--- src/rtl/mem_stream_tx_pkg.sv ---
// mem_stream_tx_pkg: frame FSM states and datapath widths shared by mem_stream_tx.
package mem_stream_tx_pkg;
  typedef enum logic [1:0] {IDLE, SEND, DONE} state_t;
  localparam int BYTE_W = 8;
  localparam int SUM_W  = 24;
  localparam int CNT_W  = 64;
endpackage

--- src/rtl/mem_stream_tx.sv ---
// mem_stream_tx: snapshots a byte memory on start and streams it one byte per accepted beat.
// Define MEM_TX_SUM_EN to add the per-frame modulo-2^24 byte sum on sum_24bit.
module mem_stream_tx
  import mem_stream_tx_pkg::*;
#(
  parameter int DEPTH = 10,
  parameter int IDX_W = 4
) (
  input  logic              clk,
  input  logic              rst_n,
  input  logic              start,
  input  logic [BYTE_W-1:0] in_mem_8bit [0:DEPTH-1],
  output logic [BYTE_W-1:0] out_8bit,
  output logic              out_valid,
  input  logic              out_ready,
  output logic              out_last,
  output logic              busy,
  output logic              done,
  output logic [CNT_W-1:0]  sent_64bit,
  output logic [SUM_W-1:0]  sum_24bit
);
  state_t            r_state, w_next;
  logic [BYTE_W-1:0] r_snap [0:DEPTH-1];
  logic [IDX_W-1:0]  r_idx;
  logic [CNT_W-1:0]  r_sent;
  logic              w_start, w_beat, w_last;
  assign w_start = (r_state == IDLE) && start;
  assign w_beat  = (r_state == SEND) && out_ready;
  assign w_last  = r_idx == IDX_W'(DEPTH - 1);
  always_ff @(posedge clk or negedge rst_n)
    if (!rst_n) r_state <= IDLE;
    else        r_state <= w_next;
  always_comb begin
    w_next = (r_state == IDLE) ? (start ? SEND : IDLE) :
             (r_state == SEND) ? ((out_ready && w_last) ? DONE : SEND) : IDLE;
  end
  // Index wraps to 0 on the final beat so it never exceeds DEPTH-1.
  always_ff @(posedge clk or negedge rst_n)
    if (!rst_n) begin
      for (int i = 0; i < DEPTH; i++) r_snap[i] <= '0;
      r_idx  <= '0;
      r_sent <= '0;
    end else if (w_start) begin
      r_snap <= in_mem_8bit;
      r_idx  <= '0;
    end else if (w_beat) begin
      r_sent <= r_sent + 1'b1;
      r_idx  <= w_last ? '0 : r_idx + 1'b1;
    end
  assign out_8bit   = (r_state == SEND) ? r_snap[r_idx] : '0;
  assign out_valid  = r_state == SEND;
  assign out_last   = (r_state == SEND) && w_last;
  assign busy       = r_state != IDLE;
  assign done       = r_state == DONE;
  assign sent_64bit = r_sent;
`ifdef MEM_TX_SUM_EN
  logic [SUM_W-1:0] r_sum;
  always_ff @(posedge clk or negedge rst_n)
    if (!rst_n)       r_sum <= '0;
    else if (w_start) r_sum <= '0;
    else if (w_beat)  r_sum <= r_sum + SUM_W'(out_8bit);
  assign sum_24bit = r_sum;
`else
  assign sum_24bit = '0;
`endif
endmodule

--- config.mk ---
export PLATFORM = sky130hd
export DESIGN_NAME = mem_stream_tx
export DESIGN_NICKNAME = d
export VERILOG_FILES = /design/src/rtl/mem_stream_tx_pkg.sv /design/src/rtl/mem_stream_tx.sv
export SDC_FILE = /design/constraint.sdc
export NUM_CORES = 1
export LEC_CHECK = 0
export CAP_MARGIN = 20
export CORE_AREA = 2 2 189 135
export CTS_CLUSTER_SIZE = 28
export DETAILED_ROUTE_END_ITERATION = 8
export DIE_AREA = 0 0 191 137
export GPL_ROUTABILITY_DRIVEN = 0
export HOLD_SLACK_MARGIN = 0.15
export SETUP_SLACK_MARGIN = 0.4
export SLEW_MARGIN = 40
export SYNTH_ARGS = -nofsm -noshare
export SYNTH_HDL_FRONTEND = slang
export SYNTH_SLANG_ARGS = --single-unit
--- constraint.sdc ---
create_clock -name clk -period 2.5 [get_ports clk]
set_input_delay 0.25 -clock clk [delete_from_list [all_inputs] [get_ports clk]]
set_output_delay 0.25 -clock clk [all_outputs]
set_load 0.03 [all_outputs]
==> impl_metrics.tcl <==
set metrics [dict create \
    synth_area_leaders "dfrtp_1 52%, mux2_2 13%, mux4_2 5.0%" \
    synth_edf_count 0 \
    period_share 0.948 \
    drive_above_1_share 0.248 \
    maxSlewHeadroom 0.533 \
    post-synth-top-count-cell "dfrtp_1" \
    critPathLaunchType "flip-flop" \
    area_growth_pct 38.3 \
    synth-async-reset-ratio 1.00 \
    die_x_um 191 \
    finClkSkew_ns 0.0122 \
    place_hpwl_um 14000 \
    max_freq_mhz 422 \
    grt_pass1_vias 5042 \
    path_max_fanout 4 \
    yosysUniqueCellTypes 43 \
    synth_top_family_by_area "multiplexers" \
    start_util 0.296 \
    hold_path.class "primary input to asynchronous set/reset pin" \
    drt_iter0_markers 244 \
    clock_path_buffers 2 \
    dpl.cell_count 1051 \
    end_kind "primary output" \
    syn_area_per_cell_sq_um 12.6 \
    p_leak_nw 4.26 \
    seqPwrFrac 0.371 \
    muxShareOfSynthArea 0.197 \
    final_nets 843 \
    status "completed" \
    ys.warnings.count 0 \
    die_area_sq_um 26200 \
    final_cells 1095 \
    grt_max_degree 82 \
    overflow 0 \
    fin_util 0.409 \
    cap_viol_max_count 0 \
    slew_violations 0 \
    core_area_sq_um 24300 \
    via_per_inst 4.58 \
    htreeDepth 4 \
    grt_util_all_layers 0.153 \
    die_h_um 137 \
    wirelength_um 19300 \
    rows 48 \
    cp_slowest_cell "mux4_2" \
    ys_ff_latch 150 \
    wl_per_cell_um 17.6 \
    min_period_ns 2.37 \
    clk_pin_slew_ns 0.07 \
    final-hold-violation-count 0 \
    vdd_drop_max_v 0.000491 \
    final_antenna_net_count 0 \
    crit_arrival_ns 2.12 \
    synthTopCellsByCount "150 x dfrtp_1, 80 x mux2_2, 44 x nand2_1" \
    synthXorXnorAreaFrac 0.0767 \
    cpPeakStageDelay_ns 0.50 \
    clkSinkCount 150 \
    antenna_found_initial 1 \
    synth_top_area_share 0.522 \
    syn_area_sq_um 7200 \
    firstDrtPassIters 4 \
    cts-buffers-inserted 17 \
    crit_type "flip-flop to primary output" \
    hold_slack_ns 0.400 \
    yosysSeqAreaShare 0.522 \
    ios 184 \
    synth_compound_area_frac 0.0156 \
    vias 5011 \
    p_per_area_nw_per_um2 1010 \
    finalSetupTns_ns 0 \
    rsz0062_at_grt "true" \
    synth_flop_cell "dfrtp_1" \
    grt_pass1_wl_um 30000 \
    synthAdderAreaFrac 0.00522 \
    setup_viol 0 \
    netSwitchingPower_mw 3.37 \
    synth_area_leader_cell "dfrtp_1" \
    required_ns 2.25 \
    numPortBuffers 159 \
    combPwrFrac 0.364 \
    p_int_mw 6.72 \
    synth_simple_gate_area_share 0.140 \
    worstPathCellList "buf_12, mux4_2, mux2i_2, o22a_1, nor2_1, buf_4" \
    clk_latency_ns 0.42 \
    p_clk_frac 0.265 \
    drc 0 \
    postSynthCellCount 572 \
    root_buffer "clkbuf_16" \
    swShare 0.334 \
    cts_tree "done" \
    tightest_slew_ns 0.701 \
]
==> flip-flops by register name (all words and copies together), names as in the netlist <==
register / count
r_idx: 4
r_state: 2
r_snap: 80
sent_64bit: 64
==> cell families after synthesis <==
kind of cell,after synthesis
AOI/OAI and AO/OA,16
xor gates and xnor gates,63
adders and majority gates,3
buffers and inverters,52
DFF,150
muxes,112
other,1
and+or+nand+nor,175
==> per-stage QoR <==
step | power, mW | worst slack, ns | area, sq um
after floorplan | 6.03 | 0.453 | 7280
after global placement | 7.40 | 0.106 | 9190
after global routing | 10.7 | 0.0428 | 9950
final | 10.1 | 0.129 | 9950
after detailed placement | 7.42 | 0.0706 | 9190
after CTS | 10.2 | 0.110 | 9850
==> final cells by class <==
cell class / count / area [sq um]
antenna: 1 / 2.50
clock buffer: 18 / 429
clock inverter: 14 / 174
fill: 2330 / 14400
inverter: 9 / 33.8
multi-input combinational: 393 / 3280
sequential: 150 / 3750
tap: 325 / 407
timing repair buffer: 185 / 1880
==> critical path, delay by kind of cell, from the launching register on <==
kind	cells	cell delay (ns)
multiplexers	2	0.69
flip-flops	1	0.47
buffers and inverters	2	0.31
AO/OA/AOI/OAI	1	0.18
AND/OR/NAND/NOR	1	0.04
==> per-layer routing <==
layer	vias to the layer above	global-route usage	part of all wire
met1	2519	0.242	0.53
met3	12	0.0487	0.060
met2	121	0.195	0.40
met5	-	0	0
met4	0	0.0392	0.0096
li1	2359	-	-
==> repair_timing <==
item,in CTS,in global routing
pin swaps,5,7
gates cloned,0,0
setup buffers,6,4
hold buffers,1,0
setup endpoints to repair,24,25
hold endpoints to repair,66,0
gates resized for setup,45,13
==> layout by cell type, fill, tap and decap left out, types with 4 or more instances in the layout <==
master,count
xor2_1,30
mux2_2,80
nor4_2,4
mux4_2,16
nand4_1,22
clkdlybuf4s50_1,146
conb_1,24
inv_1,9
o21ai_0,6
nor3_2,4
mux2i_1,15
xnor2_1,33
nand3_1,18
and3_1,6
nor2_1,34
dfrtp_1,149
buf_12,8
nand2_1,44
inv_6,4
clkbuf_16,17
o22a_1,8
nor4_1,5
buf_4,23
nor3_1,9
==> power groups by stage <==
| stage | registers, mW | logic [mW] | clock network, mW |
|---|---|---|---|
| 2_1_floorplan | 3.61 | 2.42 | 0 |
| 3_3_place_gp | 3.80 | 3.60 | 0 |
| 3_5_place_dp | 3.78 | 3.64 | 0 |
| 4_1_cts | 3.74 | 3.67 | 2.75 |
| 5_1_grt | 3.84 | 3.95 | 2.86 |
| 6_report | 3.75 | 3.67 | 2.67 |
==> worst paths after layout <==
check / from / end / slack (ns) / depth (start not counted)
max reg2reg: sent_64bit[11]$_DFFE_PN0P_ / sent_64bit[58]$_DFFE_PN0P_ / 0.47 / 5
min: rst_n / sent_64bit[44]$_DFFE_PN0P_ / 0.40 / 2
min in group clk: in_mem_8bit[60] / r_snap[60]$_DFFE_PN0P_ / 0.43 / 2
max: r_idx[0]$_DFFE_PN0P_ / out_8bit[7] / 0.13 / 6
min reg2reg: sent_64bit[63]$_DFFE_PN0P_ / sent_64bit[63]$_DFFE_PN0P_ / 0.48 / 1
max in group asynchronous: rst_n / sent_64bit[8]$_DFFE_PN0P_ / 1.38 / 3
No activity file was read; power rests on OpenSTA's default activity.
